--- src/rtl/if_fetch_master.sv ---
// Instruction-fetch front end: owns the PC, runs Wishbone classic reads to
// instruction memory and hands the fetched word plus its PC to IF/ID.
module if_fetch_master #(
    parameter int                    ADDR_WIDTH = 32,
    parameter int                    DATA_WIDTH = 32,
    parameter logic [ADDR_WIDTH-1:0] PC_ADDR    = 32'h8000_0000
) (
    input  logic                      clk,
    input  logic                      reset,
    input  logic [1:0]                pc_stall_and_flush,
    input  logic [ADDR_WIDTH-1:0]     branch_target,
    output logic                      wb_cyc_o,
    output logic                      wb_stb_o,
    output logic                      wb_we_o,
    output logic [DATA_WIDTH/8-1:0]   wb_sel_o,
    output logic [ADDR_WIDTH-1:0]     wb_adr_o,
    input  logic [DATA_WIDTH-1:0]     wb_dat_i,
    input  logic                      wb_ack_i,
    output logic [DATA_WIDTH-1:0]     inst_o,
    output logic [ADDR_WIDTH-1:0]     pc_o,
    output logic                      inst_valid,
    output logic                      im_busy
);

    localparam logic [DATA_WIDTH-1:0] NOP_INST = DATA_WIDTH'(32'h0000_0013);
    localparam logic [ADDR_WIDTH-1:0] PC_STEP  = ADDR_WIDTH'(32'd4);
    localparam logic [ADDR_WIDTH-1:0] ALIGN_M  = ~ADDR_WIDTH'(32'd3);

    typedef enum logic [1:0] {
        IDLE    = 2'd0,
        FETCH   = 2'd1,
        DISCARD = 2'd2,
        DONE    = 2'd3
    } state_t;

    state_t                  state_q, state_d;
    logic [ADDR_WIDTH-1:0]   pc_q, pc_d;
    logic [ADDR_WIDTH-1:0]   adr_q, adr_d;
    logic                    cyc_q, cyc_d;
    logic [DATA_WIDTH-1:0]   inst_q, inst_d;
    logic [ADDR_WIDTH-1:0]   pc_out_q, pc_out_d;
    logic                    valid_q, valid_d;

    logic                    stall_s;
    logic                    flush_s;
    logic [ADDR_WIDTH-1:0]   tgt_s;

    assign stall_s = pc_stall_and_flush[0];
    assign flush_s = pc_stall_and_flush[1];
    assign tgt_s   = branch_target & ALIGN_M;

    // Next-state and next-output computation for the fetch sequencer.
    always_comb begin
        state_d  = state_q;
        pc_d     = pc_q;
        adr_d    = adr_q;
        cyc_d    = cyc_q;
        inst_d   = inst_q;
        pc_out_d = pc_out_q;
        valid_d  = valid_q;
        case (state_q)
            IDLE: begin
                state_d = FETCH;
                cyc_d   = 1'b1;
                if (flush_s) begin
                    pc_d  = tgt_s;
                    adr_d = tgt_s;
                end else begin
                    adr_d = pc_q;
                end
            end
            FETCH: begin
                if (wb_ack_i && !flush_s) begin
                    inst_d   = wb_dat_i;
                    pc_out_d = pc_q;
                    cyc_d    = 1'b0;
                    valid_d  = 1'b1;
                    state_d  = DONE;
                end else if (wb_ack_i) begin
                    pc_d    = tgt_s;
                    cyc_d   = 1'b0;
                    state_d = IDLE;
                end else if (flush_s) begin
                    // Bus cycle must run to completion; its data is dropped later.
                    pc_d    = tgt_s;
                    state_d = DISCARD;
                end else begin
                    state_d = FETCH;
                end
            end
            DISCARD: begin
                if (flush_s) begin
                    pc_d = tgt_s;
                end else begin
                    pc_d = pc_q;
                end
                if (wb_ack_i) begin
                    cyc_d   = 1'b0;
                    state_d = IDLE;
                end else begin
                    state_d = DISCARD;
                end
            end
            DONE: begin
                if (flush_s) begin
                    pc_d    = tgt_s;
                    valid_d = 1'b0;
                    state_d = IDLE;
                end else if (stall_s) begin
                    state_d = DONE;
                end else begin
                    pc_d    = pc_q + PC_STEP;
                    valid_d = 1'b0;
                    state_d = IDLE;
                end
            end
            default: begin
                state_d = IDLE;
                cyc_d   = 1'b0;
                valid_d = 1'b0;
            end
        endcase
    end

    // State and registered outputs; reset abandons any bus cycle in flight.
    always_ff @(posedge clk) begin
        if (reset) begin
            state_q  <= IDLE;
            pc_q     <= PC_ADDR;
            adr_q    <= PC_ADDR;
            cyc_q    <= 1'b0;
            inst_q   <= NOP_INST;
            pc_out_q <= PC_ADDR;
            valid_q  <= 1'b0;
        end else begin
            state_q  <= state_d;
            pc_q     <= pc_d;
            adr_q    <= adr_d;
            cyc_q    <= cyc_d;
            inst_q   <= inst_d;
            pc_out_q <= pc_out_d;
            valid_q  <= valid_d;
        end
    end

    assign wb_cyc_o   = cyc_q;
    assign wb_stb_o   = cyc_q;
    assign wb_we_o    = 1'b0;
    assign wb_sel_o   = {(DATA_WIDTH/8){1'b1}};
    assign wb_adr_o   = adr_q;
    assign inst_o     = inst_q;
    assign pc_o       = pc_out_q;
    assign inst_valid = valid_q;
    assign im_busy    = (state_q != DONE);

endmodule

--- config.mk ---
export PLATFORM = sky130hd
export DESIGN_NAME = if_fetch_master
export DESIGN_NICKNAME = d
export VERILOG_FILES = /design/src/rtl/if_fetch_master.sv
export SDC_FILE = /design/constraint.sdc
export NUM_CORES = 1
export LEC_CHECK = 0
export BUFFER_PORTS_ARGS = -buffer_cell sky130_fd_sc_hd__clkbuf_2
export CORE_AREA = 2 2 109 132
export DETAILED_ROUTE_END_ITERATION = 12
export DIE_AREA = 0 0 111 134
export GPL_TIMING_DRIVEN = 0
export HOLD_SLACK_MARGIN = 0.06
export PLACE_DENSITY = 0.78
export SLEW_MARGIN = 20
export SYNTH_ARGS = -nofsm -noshare
export SYNTH_HDL_FRONTEND = slang
export SYNTH_SLANG_ARGS = --single-unit
export TNS_END_PERCENT = 20
--- constraint.sdc ---
create_clock -name clk -period 2.3 [get_ports clk]
set_input_delay 0.23 -clock clk [delete_from_list [all_inputs] [get_ports clk]]
set_output_delay 0.23 -clock clk [all_outputs]
set_load 0.01 [all_outputs]
After elaboration in Yosys (flattened, before gate mapping)
Cells that the tools add are included.
W data, S select, Z words.
{ "op_classes": {"magnitude_cmp": 0, "addsub": 1, "n_reduce_logical": 9, "div_mod_pow": 0, "shifts": 0, "bitwise_logic": 0, "eq_ne": 7, "mul": 0, "n_mux": 20} }
{ "op_table": {"columns": ["cell", "count"], "rows": [
  ["$mux W32", 5],
  ["$pmux W32 S3", 1],
  ["$add A32 B3 Y32 const B", 1],
  ["$mux W2", 6],
  ["$pmux W2 S4", 1],
  ["$ne A2 B2 Y1 const B", 3],
  ["$mux W1", 5],
  ["$eq A2 B2 Y1 const B", 2],
  ["$reduce_and A2 Y1", 2],
  ["$ne A3 B3 Y1 const B", 1],
  ["$pmux W1 S3", 1],
  ["$reduce_and A3 Y1", 1],
  ["$reduce_bool A3 Y1", 1],
  ["$eq A2 B1 Y1 const B", 1],
  ["$logic_not A2 Y1", 1],
  ["$pmux W1 S2", 1],
  ["$reduce_bool A2 Y1", 1],
  ["$reduce_or A2 Y1", 1],
  ["$logic_and A1 B1 Y1", 1],
  ["$logic_not A1 Y1", 1]
]} }
{ "word_totals": {"reg_bits": 132, "inputBits": 69, "mem_count": 0, "latch_bits": 0, "wordCells": 44, "ram_bits": 0, "rom_bits": 0} }

Logic depth before layout (Yosys ltp)
Gate-level depths: netlist (run 1).
{ "depth": {"word_depth": 4, "mapped_depth": 11, "depth_no_buf": 7} }

Worst setup path before layout (run 1)
Ideal clock, no wire load.
{ "synth_timing": {"path_kind": "in2reg", "from": "in pc_stall_and_flush[1]", "to": "reg pc_q[15]", "setup_time_ns": 0.115, "path_buffers": 4, "required_ns": 2.185, "cell_stages": 10, "slack_ns": 0.025, "arrival_time_ns": 2.161, "cell_sequence": "inv_1 -> clkbuf_1 -> clkbuf_1 -> ha_1 -> and2_1 -> clkbuf_1 -> a21o_1 -> clkbuf_1 -> a31oi_1 -> a2111oi_0"} }
{ "synth_via": {"elab_chain_len": 4} }
{ "synth_rtl": {"columns": ["element", "line_no", "text"], "rows": [
  ["start: declaration", "10", "input logic [1:0] pc_stall_and_flush,"],
  ["$mux W32 / $logic_not A1 Y1 (equally long branches)", null, null],
  ["$mux W32 / $logic_and A1 B1 Y1 (equally long branches)", null, null],
  ["$mux W32 / $ne A2 B2 Y1 (equally long branches)", null, null],
  ["$pmux W32 S3 / $reduce_and A2 Y1 (equally long branches)", null, null],
  ["end signal: assignment", "137", "pc_q <= pc_d;"],
  ["end: declaration", "37", "logic [ADDR_WIDTH-1:0] pc_q, pc_d;"]
]} }
Several ways; a longest one is shown, not always the timed one. The select of a mux whose other input is x is not followed.
A chain may end at the register's enable or synchronous reset.

Worst setup path after layout (run 1)
{ "layout_timing": {"from": "reg state_q[1]", "to": "reg pc_q[31]"} }
{ "layout_via": {"elab_chain_len": 3} }
{ "layout_rtl": {"columns": ["element", "line_no", "text"], "rows": [
  ["start: declaration", "36", "state_t state_q, state_d;"],
  ["start signal: assignment", "136", "state_q <= state_d;"],
  ["$eq A2 B2 Y1, or another cell as far along", "61", "case (state_q)"],
  ["$reduce_or A2 Y1 (no line), or another cell as far along", null, null],
  ["$pmux W32 S3 / $reduce_and A2 Y1 (equally long branches)", null, null]
]} }
Several ways; a longest one is shown, not always the timed one.

==> results_dict.tcl, run 1 <==
set metrics [dict create \
    grt_pass1_vias 6423 \
    critPathMaxFanout 10 \
    holdWs_ns 0.0904 \
    critPathKind "reg -> reg" \
    r2r_cells 9 \
    clk-insertion-delay-late_ns 0.42 \
    pin_count 174 \
    dieArea_um2 14900 \
    worst_pin_slew_ns 0.717 \
    netlist_area_um2 6350 \
    synth-seq-cells 132 \
    dieHeight_um 134 \
    grt.total_usage_pct 28.8 \
    syn_to_final_growth_pct 32.2 \
    endpoint "pc_q[31]$_SDFFE_PP1P_" \
    relSlewSlack_pct 52.2 \
    post-place-cells 1136 \
    drc 0 \
    p_leak_uw 0.00351 \
    cts_sinks 132 \
    start_kind "flip-flop" \
    die_w_um 111 \
    start_util_pct 46.8 \
    fillers 1258 \
    grt_overflow 0 \
    wl_per_cell_um 18.4 \
    fin_cells 1196 \
    cp.required_ns 2.59 \
    avgViaCountPerCell 5.69 \
    cpMaxStageDelayCell "or3_1" \
    antenna_found_initial 0 \
    synth_edf_count 0 \
    final.period_utilization_pct 99.1 \
    synth.avg_cell_area_um2 7.96 \
    seq_area_frac_synth_pct 41.6 \
    post-route-min-period_ns 2.28 \
    std_cell_rows 47 \
    drv_cap 0 \
    max_freq_mhz 439 \
    r2r_slack_ns 0.02 \
    r2r-start "state_q[1]$_SDFF_PP0_" \
    cts-buffers-inserted 17 \
    finalHoldViolCount 0 \
    holdPathStages 3 \
    drive_above_1_share_pct 25.0 \
    slew_violations 0 \
    status "finished, final reports clean" \
    synth_cell_types 60 \
    clock_path_buffers 2 \
    via_count 6806 \
    syn_inst 798 \
    critPathTopFamily "simple AND/OR/NAND/NOR gates" \
    cts_tree "built" \
    fin_worst_skew_ns 0.00519 \
    async_reset_ff_share_pct 0 \
    firstDrtPassIters 5 \
    crit_path_max_incr_delay_ns 0.46 \
    rsz0062_at_grt "true" \
    cts_root_buf "clkbuf_16" \
    ctsHtreeMaxLevel 4 \
    grt_max_degree 17 \
    power.density_nw_per_um2 740 \
    crit_start "state_q[1]$_SDFF_PP0_" \
    nets 1092 \
    drtAntennaViolNets 0 \
    crit_buf_inv 3 \
    grt_pass1_wl_um 33600 \
    r2r-end "pc_q[31]$_SDFFE_PP1P_" \
    ir_drop_mv 0.484 \
    drt_iter0_markers 581 \
    path_cells "inv_1 -> ha_1 -> clkbuf_1 -> or3_1 -> nand2_2 -> nand2_1 -> buf_4 -> a221oi_1 -> o31ai_1" \
    gp_congestion 0.989 \
    clkTransAtPathRegs_ns 0.06 \
    hp-class "in -> reg" \
    crit_cells 9 \
    synth-main-ff-cell "dfxtp_1" \
    core-area_um2 13600 \
    critPathArrivalTime_ns 2.57 \
    portBuffers 164 \
    setup_viol 0 \
    worstSetupEndpointType "flip-flop" \
    dpl.hpwl_um 15600 \
    antennaDiodeCount 0 \
    yosysWarnings 0 \
    wl_um 22100 \
]
## layer usage
layer / up-vias / global-route usage (%) / wire length [um]
met2: 318 / 49.6 / 10900
met1: 3173 / 34.6 / 8760
met3: 55 / 4.93 / 1570
li1: 3260 / - / -
met4: 0 / 14.9 / 789
met5: - / 0 / 0
## worst min-delay path, delay by kind of cell
| kind | cells | cell delay [ns] |
|---|---|---|
| AO/OA/AOI/OAI | 1 | 0.07 |
| buffers and inverters | 1 | 0.10 |
| AND/OR/NAND/NOR | 1 | 0.08 |
## Yosys cell counts (4+ instances only)
cell type	instances	area (um2)
nand2_1	150	563
dfxtp_1	132	2640
a21oi_1	91	455
nor2_1	63	236
clkbuf_1	53	199
a211oi_1	32	240
mux2i_1	28	280
a22oi_1	19	143
buf_2	16	80.1
nor3_1	16	80.1
o21ai_0	14	70.1
nand3_1	12	60.1
nand4_1	10	62.6
inv_1	9	33.8
o221ai_1	9	78.8
o22ai_1	9	56.3
ha_1	8	100
nor2b_1	8	50.1
and3_1	7	43.8
buf_4	7	52.6
buf_1	6	22.5
nor4_1	6	37.5
nand2b_1	5	31.3
nand3b_1	5	37.5
xor2_1	5	43.8
a21o_1	4	30.0
a221oi_1	4	35.0
and2_1	4	25.0
and4_1	4	35.0
or3_1	4	25.0
## power breakdown
| group | switching, uW | internal, uW | total [uW] |
|---|---|---|---|
| logic | 628 | 403 | 1030 |
| clock network | 980 | 1690 | 2670 |
| registers | 101 | 2420 | 2530 |
| total | 1710 | 4510 | 6220 |
## sequential cells by signal, indices dropped and copies added, names as in the netlist
signal,count
inst_valid,1
pc_q,32
state_q,2
inst_o,32
wb_cyc_o,1
wb_adr_o,32
pc_o,32
## layout by cell type, fill, tap and decap left out, types with 6 or more instances in the layout
cell	instances
inv_1	9
ha_1	6
nor4_1	6
a22oi_1	19
buf_4	12
a211oi_1	32
nand3_1	12
dfxtp_1	129
a21oi_1	89
clkbuf_1	38
nor2b_1	8
clkbuf_2	175
o221ai_1	9
and3_1	7
o21ai_0	14
dlygate4sd3_1	33
nand4_1	10
buf_2	16
clkbuf_16	17
o22ai_1	9
mux2i_1	28
nor2_1	61
nand2_1	149
nor3_1	14
## area by class of cell
cell class	count	area [um2]	area share, %
clock inverter	5	75.1	0.893
sequential	132	2650	31.5
tap	171	214	2.55
inverter	9	33.8	0.402
timing repair buffer	198	1160	13.8
clock buffer	24	492	5.85
multi-input combinational	578	3390	40.4
buffer	79	389	4.63
## cells by family (layout without fill, tap and decap cells)
family	Yosys count	after routing	synth area share (%)
compound gates	223	223	22.9
xor+xnor	8	8	1.10
fa+ha+maj	8	8	1.58
buf+inv	91	315	6.10
flops	132	132	41.6
mux	31	31	4.94
other cells	2	5	0.118
simple gates	303	303	21.7
## stage by stage
step	instance area (um2)	utilization, %	setup WS, ns	TNS [ns]	total power [uW]
4_1_cts	8350	61.5	0.00573	0	6220
3_5_place_dp	7400	54.5	-1.24	-96.33	3510
2_1_floorplan	6370	-	0.0249	0	3130
3_3_place_gp	7400	54.5	-1.29	-99.37	3500
6_report	8400	61.9	0.0199	0	6220
5_1_grt	8400	61.9	-0.111	-0.452	6450
## what timing repair did
| item | CTS | global route |
|---|---|---|
| gates resized for setup | 23 | 33 |
| pin swaps | 0 | 1 |
| endpoints found under the setup margin | 98 | 88 |
| endpoints found under the hold margin | 33 | 0 |
| buffers inserted | 0 | 1 |
| hold buffers | 33 | 0 |
## how the worst min path moves through the flow
| stage | from | to | slack [ns] |
|---|---|---|---|
| after detailed placement | inst_o[12]$_SDFFE_PP0P_ | inst_o[12]$_SDFFE_PP0P_ | 0.45 |
| after global routing | branch_target[9] | pc_q[9]$_SDFFE_PP0P_ | 0.13 |
| after floorplan | wb_dat_i[0] | inst_o[0]$_SDFFE_PP1P_ | 0.35 |
| final | branch_target[9] | pc_q[9]$_SDFFE_PP0P_ | 0.09 |
| after global placement | inst_o[27]$_SDFFE_PP0P_ | inst_o[27]$_SDFFE_PP0P_ | 0.44 |
| after CTS | branch_target[9] | pc_q[9]$_SDFFE_PP0P_ | 0.08 |
No activity file was read; power rests on OpenSTA's default activity.
==> run 2, diff against run 1 <==
Settings changed: ABC_AREA set to 1, CORE_AREA 2 2 109 132 to 2 2 108 131, DIE_AREA 0 0 111 134 to 0 0 110 133, PLACE_DENSITY 0.78 to 0.79.
==> results_dict.tcl, run 2 <==
set metrics [dict create \
    status "finished, final reports clean" \
    hold_end "inst_o[14]$_SDFFE_PP0P_" \
    start_kind "primary input" \
    cts_sinks 132 \
    antenna_found_initial 0 \
    wl_um 22100 \
    wl_per_cell_um 17.7 \
    dieHeight_um 133 \
    syn_to_final_growth_pct 26.8 \
    critPathTopFamily "buffers and inverters" \
    drtAntennaViolNets 0 \
    synth_commonest_cells "185 x nor2_1, 132 x dfxtp_1, 103 x o21ai_0" \
    hold_start "wb_dat_i[14]" \
    cpMostUsedCell "nand2_1" \
    synth_top_area_share_pct 41.9 \
    fin_cells 1243 \
    power.density_nw_per_um2 794 \
    gp_congestion 0.960 \
    relSlewSlack_pct 51.2 \
    rsz0062_at_grt "true" \
    sequentialPowerShare_pct 41.2 \
    cpMaxStageDelayCell "clkbuf_1" \
    setup_viol 0 \
    ir_drop_mv 0.512 \
    std_cell_rows 47 \
    synth_cell_types 38 \
    critPathKind "in -> reg" \
    r2r-end "pc_q[4]$_SDFFE_PP0P_" \
    grt_overflow 0 \
    portBuffers 164 \
    synth.avg_cell_area_um2 7.27 \
    r2r_cells 8 \
    core-area_um2 13500 \
    synth_edf_count 0 \
    grt_max_degree 17 \
    clk-insertion-delay-late_ns 0.42 \
    clock_path_buffers 2 \
    hp-class "in -> reg" \
    synth-main-ff-cell "dfxtp_1" \
    pin_count 174 \
    crit_buf_inv 6 \
    ctsHtreeMaxLevel 4 \
    finalHoldViolCount 0 \
    final.period_utilization_pct 98.7 \
    path_cells "buf_2 -> inv_2 -> buf_2 -> clkbuf_4 -> ha_1 -> nand2_1 -> nand2_1 -> clkbuf_1 -> a21oi_1 -> nand2_1 -> inv_1" \
    grt_pass1_wl_um 33700 \
    critPathArrivalTime_ns 2.59 \
    cp.required_ns 2.62 \
    p_int_uw 4450 \
    avgViaCountPerCell 5.68 \
    antennaDiodeCount 0 \
    critPathMaxFanout 11 \
    drive_above_1_share_pct 23.2 \
    firstDrtPassIters 7 \
    synth_most_common_cell "nor2_1" \
    power.switching_uw 1900 \
    grt.total_usage_pct 29.9 \
    drc 0 \
    syn_inst 868 \
    post-place-cells 1206 \
    dieArea_um2 14600 \
    cts_root_buf "clkbuf_16" \
    seq_area_frac_synth_pct 41.9 \
    start_util_pct 46.8 \
    max_freq_mhz 441 \
    postCtsSetupBuffers 0 \
    p_total_uw 6350 \
    drv_cap 0 \
    dpl.hpwl_um 16000 \
    switching_share_pct 29.9 \
    worst_pin_slew_ns 0.729 \
    yosysWarnings 0 \
    netlist_area_um2 6310 \
    synth_top_area_cell "dfxtp_1" \
    combPwrFrac_pct 16.1 \
    cts_tree "built" \
    final_cell_mix "185 x nor2_1, 168 x clkbuf_2, 132 x dfxtp_1" \
    grt_pass1_vias 6653 \
    clkTransAtPathRegs_ns 0.06 \
    worstSetupEndpointType "flip-flop" \
    die_w_um 110 \
    pwr-share-clk_pct 42.7 \
    cts-buffers-inserted 17 \
    post-route-min-period_ns 2.27 \
    slew_violations 0 \
    worst_slack_ns 0.0302 \
    yosys-top-cells-area "dfxtp_1 42%, nor2_1 11%, o21ai_0 8.2%, a21oi_1 6.0%, nand2_1 4.5%" \
    async_reset_ff_share_pct 0 \
    fin_worst_skew_ns 0.00973 \
    final_common_cell "nor2_1" \
    r2r-start "state_q[1]$_SDFF_PP0_" \
    holdPathStages 3 \
    crit_path_max_incr_delay_ns 0.55 \
    p_leak_uw 0.00353 \
    drt_iter0_markers 649 \
    finish.utilization_pct 59.4 \
    via_count 7059 \
    r2r_slack_ns 0.09 \
    synth-seq-cells 132 \
    nets 1136 \
    dp_slack_ns -0.573 \
    fillers 1302 \
]
-- run 2: cell types whose count changed after synthesis, moves of 16 or more --
cell | previous run | this run
mux2i_1 | 28 | 0
o21ai_0 | 14 | 103
a221oi_1 | 4 | 25
a22o_1 | 3 | 26
nand3_1 | 12 | 51
clkbuf_1 | 53 | 34
inv_1 | 9 | 59
a22oi_1 | 19 | 1
nor2_1 | 63 | 185
nand2_1 | 150 | 76
a211oi_1 | 32 | 0
a21oi_1 | 91 | 75
-- run 2: power groups by stage --
stage	Clock (uW)	Sequential (uW)	Combinational, uW
detailed placement	0	2660	988
global route	2820	2640	1130
CTS	2720	2610	1000
finish	2710	2620	1020
floorplan	0	2680	557
global placement	0	2660	979
-- run 2: worst min-delay path, stage by stage --
cell	delay, ns
clkbuf_2	0.07
o21ai_0	0.07
nor2_1	0.07
-- run 2: how the worst max path moves through the flow --
stage / from / end / slack, ns / cells past startpoint
finish: pc_stall_and_flush[1] / pc_q[4]$_SDFFE_PP0P_ / 0.03 / 11
global route: state_q[1]$_SDFF_PP0_ / pc_q[17]$_SDFFE_PP0P_ / -0.08 / 8
CTS: pc_stall_and_flush[1] / pc_q[7]$_SDFFE_PP0P_ / 0.02 / 10
detailed placement: pc_stall_and_flush[1] / pc_o[29]$_SDFFE_PP0P_ / -0.57 / 10
global placement: pc_stall_and_flush[1] / pc_o[17]$_SDFFE_PP0P_ / -0.55 / 10
floorplan: pc_stall_and_flush[1] / pc_o[17]$_SDFFE_PP0P_ / 0.40 / 10
-- run 2: logic make-up after synthesis --
logic type / after synthesis / share of synthesized area, %
compound gates: 249 / 23.7
simple gates: 354 / 24.4
fa+ha+maj: 8 / 1.59
buf+inv: 123 / 8.31
other cells: 2 / 0.119
flops: 132 / 41.9
-- run 2: through the flow --
stage	hold WS, ns	cell area (um2)	TNS (ns)
finish	0.0593	8000	0
global route	0.0773	8000	-0.346
CTS	0.0614	7990	0
detailed placement	0.438	7350	-27.49
global placement	0.432	7350	-25.25
floorplan	0.343	6320	0
-- run 2: per-layer routing --
layer	track usage (%)	up-vias	routed length, um
met3	5.67	78	2170
met2	50.0	444	10500
met1	35.6	3182	8410
met5	0	-	0
met4	15.5	0	1010
li1	-	3355	-
-- run 2: area by class of cell --
cell class | instances | area, um2 | share of cell area [%]
flip-flops and latches | 132 | 2640 | 33.0
clock inverters | 14 | 153 | 1.91
clock buffers | 18 | 429 | 5.36
multi-input cells | 616 | 3160 | 39.5
plain buffers | 61 | 297 | 3.71
repair buffers | 169 | 871 | 10.9
inverters | 62 | 235 | 2.94
well taps | 171 | 214 | 2.67
-- run 2: what timing repair did --
item	in CTS	in global routing
setup endpoints to repair	11	38
hold buffers	5	0
hold endpoints to repair	5	0
gates resized for setup	2	7
==> run 3, diff against run 2 <==
Settings changed: CORE_AREA 2 2 108 131 to 2 2 120 145, DIE_AREA 0 0 110 133 to 0 0 122 147, PLACE_DENSITY 0.79 to 0.67.
==> results_dict.tcl, run 3 (synthesized netlist as in run 2, its figures left out) <==
set metrics [dict create \
    final.period_utilization_pct 96.1 \
    worstSetupEndpointType "flip-flop" \
    fin_worst_skew_ns 0.0103 \
    rsz0062_at_grt "true" \
    grt.total_usage_pct 24.7 \
    slew_violations 0 \
    p_leak_uw 0.00362 \
    start_kind "primary input" \
    p_int_uw 4690 \
    clk-insertion-delay-late_ns 0.42 \
    ir_drop_mv 0.518 \
    worst_pin_slew_ns 0.808 \
    max_freq_mhz 452 \
    syn_to_final_growth_pct 30.6 \
    setup_tns_ns 0 \
    power.switching_uw 1840 \
    avgViaCountPerCell 5.39 \
    critPathMaxFanout 11 \
    antennaDiodeCount 0 \
    critPathTopFamily "buffers and inverters" \
    holdPathStages 3 \
    grt_max_degree 17 \
    nets 1150 \
    final_cell_mix "185 x nor2_1, 168 x clkbuf_2, 132 x dfxtp_1" \
    holdWs_ns 0.0758 \
    start_util_pct 38.0 \
    p_total_uw 6530 \
    ctsHtreeMaxLevel 4 \
    r2r_cells 7 \
    grt_overflow 0 \
    dpl.hpwl_um 16400 \
    drtAntennaViolNets 0 \
    fin_cells 1302 \
    dieHeight_um 147 \
    std_cell_rows 52 \
    combPwrFrac_pct 15.9 \
    gp_congestion 0.996 \
    r2r_slack_ns 0.16 \
    setup_viol 0 \
    power.density_nw_per_um2 793 \
    post-route-min-period_ns 2.21 \
    clkTransAtPathRegs_ns 0.06 \
    clock_path_buffers 2 \
    via_count 7013 \
    r2r-start "state_q[1]$_SDFF_PP0_" \
    status "finished, final reports clean" \
    drc 0 \
    cts_sinks 132 \
    hp-class "in -> reg" \
    cpMostUsedCell "buf_2" \
    post-place-cells 1251 \
    grt_pass1_wl_um 34400 \
    drt_iter0_markers 549 \
    crit_cells 10 \
    wl_um 22500 \
    cpMaxStageDelayCell "clkbuf_4" \
    critPathArrivalTime_ns 2.51 \
    cts_root_buf "clkbuf_16" \
    hold_start "wb_dat_i[21]" \
    pin_count 174 \
    drv_cap 0 \
    finalHoldViolCount 0 \
    core-area_um2 16600 \
    switching_share_pct 28.1 \
    crit_path_max_incr_delay_ns 0.31 \
    drive_above_1_share_pct 22.8 \
    crit_buf_inv 7 \
    critPathKind "in -> reg" \
    path_cells "buf_2 -> inv_2 -> buf_2 -> clkbuf_4 -> ha_1 -> nand2_1 -> inv_2 -> clkbuf_2 -> buf_2 -> a21oi_1" \
    dieArea_um2 17900 \
    crit_start "pc_stall_and_flush[1]" \
    relSlewSlack_pct 45.9 \
    antenna_found_initial 0 \
    final_common_cell "nor2_1" \
    sequentialPowerShare_pct 40.1 \
    portBuffers 164 \
    firstDrtPassIters 6 \
    cts-buffers-inserted 17 \
    wl_per_cell_um 17.3 \
    cts_tree "built" \
    pwr-share-clk_pct 44.1 \
    die_w_um 122 \
    postCtsSetupBuffers 0 \
    grt_pass1_vias 6674 \
    cp.required_ns 2.60 \
]
-- run 3: cell type report --
class / instances / area, um2
fillers: 1669 / 8350
flip-flops and latches: 132 / 2640
inverters: 62 / 235
clock inverters: 9 / 141
clock buffers: 23 / 488
repair buffers: 183 / 1010
plain buffers: 61 / 297
well taps: 216 / 270
multi-input cells: 616 / 3150
-- run 3: power by group through the flow --
stage | Clock (uW) | Sequential, uW | Combinational, uW
5_1_grt | 3030 | 2640 | 1140
6_report | 2880 | 2620 | 1040
3_5_place_dp | 0 | 2660 | 991
2_1_floorplan | 0 | 2680 | 557
3_3_place_gp | 0 | 2660 | 983
4_1_cts | 2920 | 2610 | 1020
-- run 3: stage by stage --
stage	worst slack (ns)	utilization, %	instance area (um2)
finish	0.0891	49.6	8240
global placement	-0.547	44.7	7410
CTS	0.0203	49.6	8230
global route	-0.0577	49.6	8240
floorplan	0.401	-	6320
detailed placement	-0.591	44.7	7410
-- run 3: routing by layer --
metal	global-route usage [%]	up-vias	wire, um
met5	0	-	0
met4	10.3	0	583
met3	6.44	50	2310
met2	41.4	396	10700
met1	29.9	3189	8930
li1	-	3378	-
-- run 3: what timing repair did --
action / in CTS / in global routing
setup endpoints to repair: 16 / 33
endpoints found under the hold margin: 19 / 0
hold buffers: 19 / 0
gates resized for setup: 2 / 6
-- run 3: final timing paths --
kind                                    to
setup / recovery     pc_o[27]$_SDFFE_PP0P_
hold / removal     inst_o[21]$_SDFFE_PP0P_
setup reg to reg     pc_q[23]$_SDFFE_PP0P_
hold reg to reg   wb_adr_o[6]$_SDFFE_PP0P_
-- run 3: worst min-delay path: stages --
cell and delay (ns):
clkbuf_2 0.07, o21ai_0 0.07, nor2_1 0.08
